$ cat config.mk
export PLATFORM = sky130hd
export DESIGN_NAME = fan_run_sequencer
export DESIGN_NICKNAME = d
export VERILOG_FILES = /design/src/rtl/fan_run_sequencer.sv
export SDC_FILE = /design/constraint.sdc
export NUM_CORES = 1
export LEC_CHECK = 0
export CAP_MARGIN = 20
export CORE_MARGIN = 2
export CORE_UTILIZATION = 54
export DETAILED_ROUTE_END_ITERATION = 6
export PLACE_DENSITY = 0.77
export SKIP_LAST_GASP = 1
export SYNTH_ARGS = -nofsm -noshare
export SYNTH_HDL_FRONTEND = slang
export SYNTH_SLANG_ARGS = --single-unit
$ cat constraint.sdc
create_clock -name clk -period 3 [get_ports clk]
set_input_delay 0.3 -clock clk [delete_from_list [all_inputs] [get_ports clk]]
set_output_delay 0.3 -clock clk [all_outputs]
set_load 0.01 [all_outputs]
$ cat src/rtl/fan_run_sequencer.sv
// Desk-fan run controller: soft-start speed sequencing, proximity safety stop and off-timer.
// Define FAN_BREEZE_EN to build the alternating breeze pattern at top speed.
module fan_run_sequencer #(
    parameter int TICK_PER_SEC  = 1000,
    parameter int RAMP_MS       = 200,
    parameter int PROX_CM       = 9,
    parameter int PROX_HOLD_SEC = 3
) (
    input  logic        clk,
    input  logic        reset_p,
    input  logic        tick_msec,
    input  logic        btn_speed,
    input  logic        btn_timer,
    input  logic        btn_swing,
    input  logic        dist_valid,
    input  logic [11:0] distance,
    output logic [1:0]  speed_sel,
    output logic [1:0]  speed_lvl,
    output logic        swing_en,
    output logic [1:0]  timer_sel,
    output logic [8:0]  remain_sec,
    output logic        prox_stop
);
    localparam logic [1:0] ST_OFF  = 2'd0;
    localparam logic [1:0] ST_RAMP = 2'd1;
    localparam logic [1:0] ST_RUN  = 2'd2;
    localparam logic [1:0] ST_PROX = 2'd3;

    localparam int MS_W   = (TICK_PER_SEC > 1) ? $clog2(TICK_PER_SEC) : 1;
    localparam int RAMP_W = (RAMP_MS > 1) ? $clog2(RAMP_MS) : 1;
    localparam int CLR_W  = $clog2(PROX_HOLD_SEC + 1);
    localparam logic [MS_W-1:0]   MS_LAST   = MS_W'(TICK_PER_SEC - 1);
    localparam logic [RAMP_W-1:0] RAMP_LAST = RAMP_W'(RAMP_MS - 1);
    localparam logic [CLR_W-1:0]  CLR_HOLD  = CLR_W'(PROX_HOLD_SEC);

    logic [1:0]        state_q, state_d;
    logic [1:0]        speed_sel_q, speed_sel_d;
    logic [1:0]        speed_lvl_q, speed_lvl_d;
    logic              swing_req_q, swing_req_d;
    logic              swing_en_q, swing_en_d;
    logic [1:0]        timer_sel_q, timer_sel_d;
    logic [8:0]        remain_q, remain_d;
    logic              prox_stop_q, prox_stop_d;
    logic [MS_W-1:0]   ms_cnt_q, ms_cnt_d;
    logic [MS_W-1:0]   prox_ms_q, prox_ms_d;
    logic [RAMP_W-1:0] ramp_cnt_q, ramp_cnt_d;
    logic [CLR_W-1:0]  clear_cnt_q, clear_cnt_d;
    logic              close_s, expire_s, shutdown_s, timer_btn_ok_s;

`ifdef FAN_BREEZE_EN
    localparam int BRZ_W = $clog2(6 * TICK_PER_SEC);
    localparam logic [BRZ_W-1:0] BRZ_LAST = BRZ_W'(6 * TICK_PER_SEC - 1);
    localparam logic [BRZ_W-1:0] BRZ_HIGH = BRZ_W'(4 * TICK_PER_SEC);
    logic [BRZ_W-1:0] brz_cnt_q, brz_cnt_d;
`endif

    function automatic logic [8:0] timer_load(input logic [1:0] sel);
        case (sel)
            2'd1:    timer_load = 9'd60;
            2'd2:    timer_load = 9'd180;
            2'd3:    timer_load = 9'd300;
            default: timer_load = 9'd0;
        endcase
    endfunction

    // Next-state logic for the run sequencer, timer and proximity hold-off.
    always_comb begin
        state_d        = state_q;
        speed_sel_d    = speed_sel_q;
        speed_lvl_d    = speed_lvl_q;
        swing_req_d    = swing_req_q;
        timer_sel_d    = timer_sel_q;
        remain_d       = remain_q;
        ms_cnt_d       = ms_cnt_q;
        prox_ms_d      = prox_ms_q;
        ramp_cnt_d     = ramp_cnt_q;
        clear_cnt_d    = clear_cnt_q;
        expire_s       = 1'b0;
        shutdown_s     = 1'b0;
        timer_btn_ok_s = 1'b0;
        close_s        = dist_valid && (distance < 12'(PROX_CM));
`ifdef FAN_BREEZE_EN
        brz_cnt_d      = (state_q == ST_RUN) ? brz_cnt_q : '0;
`endif

        if ((state_q != ST_OFF) && (timer_sel_q != 2'd0) && tick_msec) begin
            if (ms_cnt_q == MS_LAST) begin
                ms_cnt_d = '0;
                if (remain_q != 9'd0) begin
                    remain_d = remain_q - 9'd1;
                    expire_s = (remain_q == 9'd1);
                end else begin
                    remain_d = 9'd0;
                end
            end else begin
                ms_cnt_d = ms_cnt_q + MS_W'(1);
            end
        end else begin
            ms_cnt_d = ms_cnt_q;
        end

        case (state_q)
            ST_OFF: begin
                if (btn_speed) begin
                    speed_sel_d = 2'd1;
                    speed_lvl_d = 2'd0;
                    ramp_cnt_d  = '0;
                    state_d     = ST_RAMP;
                end else begin
                    state_d = ST_OFF;
                end
            end
            ST_RAMP, ST_RUN: begin
                if (expire_s) begin
                    state_d = ST_OFF;
                end else if (close_s) begin
                    state_d     = ST_PROX;
                    speed_lvl_d = 2'd0;
                    clear_cnt_d = '0;
                    prox_ms_d   = '0;
                end else begin
                    timer_btn_ok_s = 1'b1;
                    if (state_q == ST_RAMP) begin
                        if (tick_msec) begin
                            if (ramp_cnt_q == RAMP_LAST) begin
                                ramp_cnt_d  = '0;
                                speed_lvl_d = speed_lvl_q + 2'd1;
                            end else begin
                                ramp_cnt_d = ramp_cnt_q + RAMP_W'(1);
                            end
                        end else begin
                            ramp_cnt_d = ramp_cnt_q;
                        end
                        state_d = (speed_lvl_d == speed_sel_q) ? ST_RUN : ST_RAMP;
                    end else begin
                        ramp_cnt_d = '0;
`ifdef FAN_BREEZE_EN
                        if (speed_sel_q == 2'd3) begin
                            if (tick_msec) begin
                                brz_cnt_d = (brz_cnt_q == BRZ_LAST) ? '0 : brz_cnt_q + BRZ_W'(1);
                            end else begin
                                brz_cnt_d = brz_cnt_q;
                            end
                            speed_lvl_d = (brz_cnt_d < BRZ_HIGH) ? 2'd3 : 2'd1;
                        end else begin
                            brz_cnt_d   = '0;
                            speed_lvl_d = speed_sel_q;
                        end
`else
                        speed_lvl_d = speed_sel_q;
`endif
                    end
                    // A raised selection keeps ramping from whatever level is applied now.
                    if (btn_speed) begin
                        if (speed_sel_q == 2'd3) begin
                            shutdown_s = 1'b1;
                        end else begin
                            speed_sel_d = speed_sel_q + 2'd1;
                            state_d     = ST_RAMP;
                        end
                    end else begin
                        speed_sel_d = speed_sel_q;
                    end
                    swing_req_d = btn_swing ? ~swing_req_q : swing_req_q;
                end
            end
            ST_PROX: begin
                timer_btn_ok_s = 1'b1;
                if (close_s) begin
                    clear_cnt_d = '0;
                    prox_ms_d   = '0;
                end else if (tick_msec) begin
                    if (prox_ms_q == MS_LAST) begin
                        prox_ms_d   = '0;
                        clear_cnt_d = clear_cnt_q + CLR_W'(1);
                    end else begin
                        prox_ms_d = prox_ms_q + MS_W'(1);
                    end
                end else begin
                    prox_ms_d = prox_ms_q;
                end
                if (btn_speed) begin
                    if (speed_sel_q == 2'd3) begin
                        shutdown_s = 1'b1;
                    end else begin
                        speed_sel_d = speed_sel_q + 2'd1;
                    end
                end else begin
                    speed_sel_d = speed_sel_q;
                end
                if (clear_cnt_d == CLR_HOLD) begin
                    clear_cnt_d = '0;
                    prox_ms_d   = '0;
                    ramp_cnt_d  = '0;
                    speed_lvl_d = 2'd0;
                    state_d     = (speed_sel_d != 2'd0) ? ST_RAMP : ST_OFF;
                end else begin
                    state_d = ST_PROX;
                end
            end
            default: begin
                state_d = ST_OFF;
            end
        endcase

        // Expiry keeps the swing preference; a user shutdown forgets it.
        if (expire_s || shutdown_s) begin
            state_d     = ST_OFF;
            speed_sel_d = 2'd0;
            speed_lvl_d = 2'd0;
            timer_sel_d = 2'd0;
            remain_d    = 9'd0;
            ms_cnt_d    = '0;
            swing_req_d = expire_s ? swing_req_q : 1'b0;
        end else if (timer_btn_ok_s && btn_timer) begin
            timer_sel_d = timer_sel_q + 2'd1;
            remain_d    = timer_load(timer_sel_q + 2'd1);
            ms_cnt_d    = '0;
        end else begin
            timer_sel_d = timer_sel_q;
        end

        swing_en_d  = swing_req_d && ((state_d == ST_RAMP) || (state_d == ST_RUN));
        prox_stop_d = (state_d == ST_PROX);
    end

    // State and output registers.
    always_ff @(posedge clk) begin
        if (reset_p) begin
            state_q     <= ST_OFF;
            speed_sel_q <= 2'd0;
            speed_lvl_q <= 2'd0;
            swing_req_q <= 1'b0;
            swing_en_q  <= 1'b0;
            timer_sel_q <= 2'd0;
            remain_q    <= 9'd0;
            prox_stop_q <= 1'b0;
            ms_cnt_q    <= '0;
            prox_ms_q   <= '0;
            ramp_cnt_q  <= '0;
            clear_cnt_q <= '0;
        end else begin
            state_q     <= state_d;
            speed_sel_q <= speed_sel_d;
            speed_lvl_q <= speed_lvl_d;
            swing_req_q <= swing_req_d;
            swing_en_q  <= swing_en_d;
            timer_sel_q <= timer_sel_d;
            remain_q    <= remain_d;
            prox_stop_q <= prox_stop_d;
            ms_cnt_q    <= ms_cnt_d;
            prox_ms_q   <= prox_ms_d;
            ramp_cnt_q  <= ramp_cnt_d;
            clear_cnt_q <= clear_cnt_d;
        end
    end

`ifdef FAN_BREEZE_EN
    // Breeze phase counter.
    always_ff @(posedge clk) begin
        if (reset_p) begin
            brz_cnt_q <= '0;
        end else begin
            brz_cnt_q <= brz_cnt_d;
        end
    end
`endif

    assign speed_sel  = speed_sel_q;
    assign speed_lvl  = speed_lvl_q;
    assign swing_en   = swing_en_q;
    assign timer_sel  = timer_sel_q;
    assign remain_sec = remain_q;
    assign prox_stop  = prox_stop_q;
endmodule

After elaboration in Yosys (flattened, before gate mapping)
Cells that the tools add are included.
- $add $sub $neg: 8
- magnitude comparators: 1
- equality and inequality tests: 23
- mux-type cells: 76
- bitwise logic cells: 1
- reductions and logical operators: 24
- operator list (operator ; number):
    $mux W10 ; 7
    $mux W2 ; 32
    $mux W8 ; 7
    $mux W9 ; 4
    $pmux W9 S3 ; 1
    $pmux W8 S3 ; 1
    $add A10 B1 Y10 const B ; 2
    $eq A10 B10 Y1 const B ; 2
    $pmux W10 S2 ; 1
    $pmux W2 S3 ; 3
    $mux W1 ; 17
    $eq A2 B2 Y1 const B ; 8
    $lt A12 B4 Y1 const B ; 1
    $reduce_bool A2 Y1 ; 6
    $ne A2 B2 Y1 const B ; 5
    $eq A9 B1 Y1 const B ; 1
    $reduce_and A3 Y1 ; 3
    $reduce_bool A9 Y1 ; 1
    $sub A9 B1 Y9 const B ; 1
    $add A2 B1 Y2 const B ; 4
    $add A8 B1 Y8 const B ; 1
    $eq A8 B8 Y1 const B ; 1
    $eq A2 B1 Y1 const B ; 3
    $logic_and A1 B1 Y1 ; 5
    other kinds (13) ; 16
- register bits after elaboration: 50
- input bits: 19
- output and inout port bits: 17
- logic and storage cells: 145

Longest topological paths before layout
Gate-level depths: netlist of run 1.
- depth after elaboration: 19
- gate-level depth with buffers: 11
- mapped depth without buffers: 10

Least setup slack after synthesis of run 1
No wires, ideal clock.
- kind: register to register
- from: register timer_sel_q[0] (netlist: timer_sel[0])
- to: register remain_q[4] (netlist: remain_sec[4])
- setup time: 0.086 ns
- arrival time: 2.490 ns
- data required time: 2.914 ns
- setup slack: 0.425 ns
- stages on the path, launching flop included: 10
- buffers on the path: 1
- clock period less this slack: 2.575 ns
- cell sequence: dfxtp_1 -> inv_1 -> ha_1 -> nor3b_2 -> nand2_1 -> o31ai_2 -> o21bai_1 -> buf_2 -> or3_1 -> a211oi_1
- longest elaborated chain between the ends: 9
- elaborated cells on any way between the ends: 20
- classes of those cells: add/sub (1); eq/ne (3); mux (7); reduce/logical (9)
- ends and longest elaborated chain (what ; RTL line ; source):
    start, declared ; 41 ; logic [1:0] timer_sel_q, timer_sel_d;
    start signal, assigned ; 248 ; timer_sel_q <= timer_sel_d;
    $reduce_bool A2 Y1 ; 86 ; if ((state_q != ST_OFF) && (timer_sel_q != 2'd0) && tick_msec) begin
    $logic_and A1 B1 Y1 (2 in a row) ; 86 ;
    $mux W1 ; 86 ;
    $mux W1 ; 114 ; if (expire_s) begin
    $pmux W1 S2 ; 102 ; case (state_q)
    $logic_and A1 B1 Y1 ; 215 ; end else if (timer_btn_ok_s && btn_timer) begin
    $reduce_bool A2 Y1 (no line) ; n/a ;
    $reduce_and A2 Y1 (no line) ; n/a ;
    end signal, assigned ; 249 ; remain_q <= remain_d;
    end, declared ; 42 ; logic [8:0] remain_q, remain_d;
Parallel ways exist; a longest one is shown, timed or not.
A chain may end at the register's enable or synchronous reset.

Final worst setup path of run 1
- from: register state_q[1]
- to: register swing_en_q (netlist: swing_en)
- longest elaborated chain between the ends: 11
- elaborated cells on any way between the ends: 27
- classes of those cells: eq/ne (5); mux (14); reduce/logical (8)
- ends and longest elaborated chain (what ; RTL line ; source):
    start, declared ; 36 ; logic [1:0] state_q, state_d;
    start signal, assigned ; 243 ; state_q <= state_d;
    $eq A2 B1 Y1 or $reduce_bool A2 Y1 (tied branches) ; 102, 123, 86 ;
    $mux W2 or $logic_and A1 B1 Y1 (tied branches) ; 123, 86 ;
    $mux W2 or $logic_and A1 B1 Y1 (tied branches) ; 155, 86 ;
    $mux W2 or $mux W1 (tied branches) ; 154, 86 ;
    $mux W2 or $mux W1 (tied branches) ; 116, 114 ;
    $mux W2 or $pmux W1 S2 (tied branches) ; 114, 102 ;
    $pmux W2 S3 or $logic_or A1 B1 Y1 (tied branches) ; 102, 207 ;
    $mux W2 * ; 207 ; if (expire_s || shutdown_s) begin
    via state_d[0] ; 36 ;
    $eq A2 B1 Y1 or $eq A2 B2 Y1 (tied branches) ; 223 ; swing_en_d = swing_req_d && ((state_d == ST_RAMP) || (state_d == ST_RUN));
    $logic_or A1 B1 Y1 * ; 223 ;
    $logic_and A1 B1 Y1 * ; 223 ;
    end signal, assigned ; 247 ; swing_en_q <= swing_en_d;
    end, declared ; 40 ; logic swing_en_q, swing_en_d;
Mark *: on every way through the listed nets, which the timed path passes. The rest lies on a longest branch.

==> impl_metrics.env, run 1 <==
export IMPL_fp_dieArea_um2=6610
export IMPL_yosysWarnings=0
export IMPL_grt_pass1_wl_um=12670
export IMPL_power_density_nw_per_um2=333.3
export IMPL_track_usage_pct=23.77
export IMPL_async_flop_share_pct=0
export IMPL_cts_made_buffers=5
export IMPL_min_period_over_period_pct=90.98
export IMPL_hold_depth=2
export IMPL_clock_sinks=50
export IMPL_synth_compound_area_share_pct=19.78
export IMPL_cp_slowest_stage_delay_ps=480
export IMPL_synth_main_ff_cell="dfxtp_1"
export IMPL_cts_resized=0
export IMPL_overflow=0
export IMPL_grt_pass1_vias=2914
export IMPL_fmax_ghz=0.3664
export IMPL_r2r_cells=10
export IMPL_setup_violations=0
export IMPL_drc=0
export IMPL_routabilityCongestion=0.9156
export IMPL_synth_simple_area_share_pct=34.82
export IMPL_tightest_slew_ps=642.5
export IMPL_drv_cap=0
export IMPL_critPathLaunchType="flop"
export IMPL_synth_nets=438
export IMPL_routed_wl_um=7487
export IMPL_fin_skew_ps=5.408
export IMPL_final_layout_size_suffix_gt1_share_pct=7.323
export IMPL_drtPass1Iterations=5
export IMPL_start_util_pct=55.15
export IMPL_slew_headroom_pct=56.77
export IMPL_areaGrowthSynthToFinish_pct=15.98
export IMPL_hold_buffers=0
export IMPL_row_count=28
export IMPL_synth_cells=404
export IMPL_clockBufferDepth=2
export IMPL_peakVddDrop_v=0.0003000
export IMPL_syn_area_per_cell_um2=7.987
export IMPL_drt_vias_per_instance=6.020
export IMPL_die_h_um=81.30
export IMPL_ys_top_cells_by_area="dfxtp_1 (31%), ha_1 (5.8%), nor2_1 (5.2%)"
export IMPL_hpwl_um=5623
export IMPL_grt_max_degree=25
export IMPL_path_class="flop to flop"
export IMPL_setup_tns_ps=0
export IMPL_cts_tree="done"
export IMPL_portBuffers=35
export IMPL_core_area_um2=5851
export IMPL_final_cell_area_um2=3742
export IMPL_hold_violations=0
export IMPL_multi_input_area_um2=2105
export IMPL_seqCellArea_um2=1001
export IMPL_synth_top_area_share_pct=31.02
export IMPL_ys_ff_latch=50
export IMPL_wl_per_cell_um=14.62
export IMPL_cp_max_fo=17
export IMPL_ant_nets=0
export IMPL_die_w_um=81.30
export IMPL_worstSetupEndpointType="flop"
export IMPL_place_area_um2=3666
export IMPL_antenna_found_initial=0
export IMPL_synth_cell_types=65
export IMPL_cp_slowest_cell="or3b_2"
export IMPL_status="completed"
export IMPL_synth_edf_count=0
export IMPL_ios=36
export IMPL_r2r_slack_ps=270
export IMPL_path_cells="inv_1 > ha_1 > or3b_2 > a211o_1 > nand4_1 > nor3_1 > o2111ai_1 > and3_1 > ha_1 > nor3b_1"
export IMPL_synthAdderAreaFrac_pct=5.816
export IMPL_rsz0062_at_grt="false"
export IMPL_synth_area_mux_share_pct=1.551
export IMPL_cts_root_buffer="clkbuf_8"
export IMPL_power_leakage_nw=1.425
export IMPL_path_clk_slew_ps=90
export IMPL_synth_top_family_by_area="simple AND/OR/NAND/NOR gates"
export IMPL_vias=3082
export IMPL_post_cts_buffers=0
export IMPL_num_antenna_cells=0
export IMPL_netlist_area_um2=3227
export IMPL_drtIter0Drc=141
export IMPL_fill_cells=521
export IMPL_critPathRequiredTime_ps=3200
export IMPL_fin_nets=471
export IMPL_utilization_pct=63.96
export IMPL_yosysSeqAreaShare_pct=31.02
export IMPL_cp_data_arrival_time_ps=2930
export IMPL_clock_latency_ps=310
export IMPL_drv_slew=0
export IMPL_crit_top_cell="ha_1"
export IMPL_synth_xor_xnor_area_share_pct=3.257
export IMPL_yosys_area_top_type="dfxtp_1"
export IMPL_period_needed_ps=2729
export IMPL_hp_class="flop to flop"
export IMPL_ctsHtreeMaxLevel=2
-- area by class of cell --
type                       count  area share [%]
sequential                    50           26.75
multi-input combinational    324           56.24
clock buffer                   7           2.039
timing repair buffer          45           11.37
inverter                      11           1.103
tap                           75           2.508
-- stage by stage --
stage                     power [W]  std cells  hold WS, ps  worst slack (ps)
after floorplan           0.0008072        404        448.9             424.9
after global placement    0.0008725        505        459.0             172.6
after detailed placement  0.0008758        505        469.8             13.28
after CTS                  0.001256        512        482.3             288.9
after global routing       0.001299        512        519.2             116.2
final                      0.001247        512        483.6             270.5
-- registers in the layout, summed over array words and instances (netlist names), 2 cells and up --
signal	cells
ms_cnt_q	10
prox_ms_q	10
remain_sec	9
ramp_cnt_q	8
clear_cnt_q	2
speed_lvl	2
speed_sel	2
state_q	2
timer_sel	2
-- layout by cell type, fill, tap and decap left out, types with 3 or more instances in the layout --
cell,synthesis,layout
a211oi_1,5,5
a21o_1,11,11
a21oi_1,22,22
a31oi_1,4,4
and3_1,10,10
and3b_1,6,6
and4_1,6,6
and4b_1,3,3
buf_4,0,10
clkbuf_8,0,5
clkdlybuf4s50_1,0,35
dfxtp_1,50,50
ha_1,15,15
inv_1,11,11
mux2i_1,5,5
nand2_1,31,31
nand3_1,12,12
nand4_1,11,11
nor2_1,45,45
nor2b_1,8,8
nor3_1,14,14
nor3b_1,7,7
nor4_1,4,4
nor4b_1,3,3
o21ai_0,21,21
o21bai_1,3,3
o22ai_1,6,6
or2_2,4,4
or3_1,5,5
or4_1,5,5
or4b_2,4,4
xnor2_1,7,7
xor2_1,5,5
-- Yosys cell counts (3+ instances only) --
cell / number
inv_1: 11
nand4_1: 11
a31oi_1: 4
nor3b_1: 7
a21oi_1: 22
and4_1: 6
o21ai_0: 21
xor2_1: 5
o22ai_1: 6
xnor2_1: 7
dfxtp_1: 50
nor2b_1: 8
nand2_1: 31
nor4b_1: 3
a211oi_1: 5
or4_1: 5
o21bai_1: 3
clkbuf_1: 17
mux2i_1: 5
and3_1: 10
nand3_1: 12
or4b_2: 4
nor4_1: 4
ha_1: 15
a21o_1: 11
nor3_1: 14
or2_2: 4
or3_1: 5
nor2_1: 45
and4b_1: 3
and3b_1: 6
-- critical path, delay by kind of cell (launching register included) --
family          cells  cell delay, ps
flops               1             340
simple gates        5             970
buf+inv             1              90
compound gates      2             520
fa+ha+maj           2             690
-- final timing paths --
path	startpoint	end
hold / removal	ms_cnt_q[1]$_SDFFE_PP0P_	ms_cnt_q[1]$_SDFFE_PP0P_
setup reg to reg	state_q[1]$_SDFF_PP0_	swing_en$_SDFF_PP0_
setup / recovery	state_q[1]$_SDFF_PP0_	swing_en$_SDFF_PP0_
hold reg to reg	ms_cnt_q[1]$_SDFFE_PP0P_	ms_cnt_q[1]$_SDFFE_PP0P_
-- per-layer routing --
metal	vias up	GRT usage [%]	routed length, um
met5	-	0	0
met4	0	5.593	65
met3	6	4.000	180
met2	40	42.70	3612
met1	1473	29.43	3628
li1	1563	-	-
-- cells by family after synthesis --
| group | after synthesis |
|---|---|
| simple gates | 195 |
| compound gates | 97 |
| flops | 50 |
| buf+inv | 30 |
| fa+ha+maj | 15 |
| xor+xnor | 12 |
| mux | 5 |
-- where the power goes --
part           total (W)  switching [W]  internal [W]
Combinational   0.000176      0.0000935     0.0000822
Sequential      0.000687      0.0000144      0.000672
Clock           0.000385       0.000223      0.000161
Total            0.00125       0.000331      0.000916
(Power assumes the default switching activity.)
==> run 2: changes to the inputs <==
--- a/config.mk
+++ b/config.mk
@@ -11,6 +11,7 @@
 export DETAILED_ROUTE_END_ITERATION = 6
 export PLACE_DENSITY = 0.77
 export SKIP_LAST_GASP = 1
+export SLEW_MARGIN = 25
 export SYNTH_ARGS = -nofsm -noshare
 export SYNTH_HDL_FRONTEND = slang
 export SYNTH_SLANG_ARGS = --single-unit
==> results of run 2 <==
Final layout, timing and power as in run 1 (identical DEF).
==> run 3: changes to the inputs <==
--- a/config.mk
+++ b/config.mk
@@ -7,9 +7,10 @@
 export LEC_CHECK = 0
 export CAP_MARGIN = 20
 export CORE_MARGIN = 2
-export CORE_UTILIZATION = 54
+export CORE_UTILIZATION = 45
 export DETAILED_ROUTE_END_ITERATION = 6
-export PLACE_DENSITY = 0.77
+export PLACE_DENSITY = 0.66
+export SKIP_CTS_REPAIR_TIMING = 1
 export SKIP_LAST_GASP = 1
 export SLEW_MARGIN = 25
 export SYNTH_ARGS = -nofsm -noshare
==> impl_metrics.env, run 3 (same netlist as run 1, synthesis figures left out) <==
export IMPL_status="completed"
export IMPL_clockBufferDepth=2
export IMPL_fin_skew_ps=10.46
export IMPL_seq_power_share_pct=55.4
export IMPL_peakVddDrop_v=0.0001640
export IMPL_ctsHtreeMaxLevel=2
export IMPL_rsz0062_at_grt="false"
export IMPL_grt_pass1_wl_um=13120
export IMPL_period_needed_ps=2779
export IMPL_tightest_slew_ps=652.7
export IMPL_drv_cap=0
export IMPL_dr_wl_met2_um=3466
export IMPL_hold_violations=0
export IMPL_portBuffers=35
export IMPL_drtIter0Drc=167
export IMPL_cts_root_buffer="clkbuf_8"
export IMPL_p_int_w=0.0009161
export IMPL_pwr_share_comb_pct=14.2
export IMPL_final_cell_area_um2=3776
export IMPL_switching_share_pct=26.08
export IMPL_critPathRequiredTime_ps=3190
export IMPL_utilization_pct=54.97
export IMPL_setup_tns_ps=0
export IMPL_core_area_um2=6869
export IMPL_grt_max_degree=25
export IMPL_power_density_nw_per_um2=328.2
export IMPL_hp_class="flop to flop"
export IMPL_ios=36
export IMPL_fin_nets=472
export IMPL_num_antenna_cells=0
export IMPL_grt_pass1_vias=2925
export IMPL_setup_violations=0
export IMPL_switching_power_w=0.0003231
export IMPL_track_usage_pct=20.38
export IMPL_clock_sinks=50
export IMPL_slew_headroom_pct=56.09
export IMPL_row_count=30
export IMPL_min_period_over_period_pct=92.65
export IMPL_critPathLaunchType="flop"
export IMPL_pwr_share_clk_pct=30.4
export IMPL_cp_max_fo=17
export IMPL_die_h_um=88.68
export IMPL_place_area_um2=3700
export IMPL_ant_nets=0
export IMPL_areaGrowthSynthToFinish_pct=17.02
export IMPL_fmax_ghz=0.3598
export IMPL_wl_per_cell_um=14.08
export IMPL_routabilityCongestion=0.8653
export IMPL_worstSetupEndpointType="flop"
export IMPL_final_layout_size_suffix_gt1_share_pct=7.534
export IMPL_path_class="flop to flop"
export IMPL_cts_tree="done"
export IMPL_cts_made_buffers=5
export IMPL_antenna_found_initial=0
export IMPL_overflow=0
export IMPL_highest_layer="met4"
export IMPL_routed_wl_um=7519
export IMPL_drt_vias_per_instance=5.680
export IMPL_clock_latency_ps=300
export IMPL_wl_met1_um=3756
export IMPL_start_util_pct=46.98
export IMPL_vias=3033
export IMPL_hpwl_um=5584
export IMPL_fp_dieArea_um2=7864
export IMPL_drc=0
export IMPL_final_common_cell="dfxtp_1"
export IMPL_drtPass1Iterations=4
export IMPL_drv_slew=0
export IMPL_path_clk_slew_ps=90
export IMPL_final_cell_mix="dfxtp_1 (50), nor2_1 (45), clkdlybuf4s50_1 (35), nand2_1 (31), a21oi_1 (22)"
export IMPL_power_leakage_nw=1.429
export IMPL_die_w_um=88.68
export IMPL_met3_length_um=247
export IMPL_cp_data_arrival_time_ps=2970
-- run 3: cell types whose count changed in the layout (fill, tap and decap cells not counted), sizes merged --
cell  previous run  this run
buf             10        11
-- run 3: layout make-up --
type	instances	area, um^2
Timing Repair Buffer	46	432.9
Multi-Input combinational cell	324	2105
Tap cell	96	120.1
Sequential cell	50	1001
Clock buffer	7	76.32
Fill cell	678	3093
Inverter	11	41.29
-- run 3: per-layer routing --
metal  track usage (%)  up-vias
met1             28.25     1413
met5                 0        -
met4             4.959        0
li1                  -     1569
met3             2.892        6
met2             33.45       45
-- run 3: metrics by stage --
stage	setup WS, ps	hold WS [ps]	total power, W	instances
2_1_floorplan	424.9	448.9	0.0008072	404
3_3_place_gp	152.0	466.0	0.0008748	527
3_5_place_dp	37.52	470.1	0.0008775	527
4_1_cts	256.3	482.2	0.001251	534
5_1_grt	91.61	514.7	0.001303	534
6_report	220.5	479.4	0.001239	534
-- run 3: final timing paths --
| check | from | to | slack, ps | cells after the start |
|---|---|---|---|---|
| setup / recovery | state_q[1]$_SDFF_PP0_ | swing_en$_SDFF_PP0_ | 220 | 10 |
| hold reg to reg | ms_cnt_q[1]$_SDFFE_PP0P_ | ms_cnt_q[1]$_SDFFE_PP0P_ | 480 | 2 |
| setup reg to reg | state_q[1]$_SDFF_PP0_ | swing_en$_SDFF_PP0_ | 220 | 10 |
| hold / removal | ms_cnt_q[1]$_SDFFE_PP0P_ | ms_cnt_q[1]$_SDFFE_PP0P_ | 480 | 2 |
-- run 3: power by group through the flow --
| stage | registers, W | clock network [W] | logic [W] |
|---|---|---|---|
| global placement | 0.000702 | 0 | 0.000173 |
| CTS | 0.000687 | 0.000389 | 0.000176 |
| finish | 0.000687 | 0.000376 | 0.000176 |
| detailed placement | 0.000702 | 0 | 0.000175 |
| floorplan | 0.000698 | 0 | 0.000109 |
| global route | 0.000690 | 0.000419 | 0.000195 |
-- run 3: critical path, stage by stage, from the launching register on --
cell and delay [ps]:
dfxtp_1 350, inv_1 80, ha_1 470, or3b_2 500
a211o_1 300, nand4_1 100, nor3_1 60, o2111ai_1 230
and3_1 210, ha_1 230, nor3b_1 130
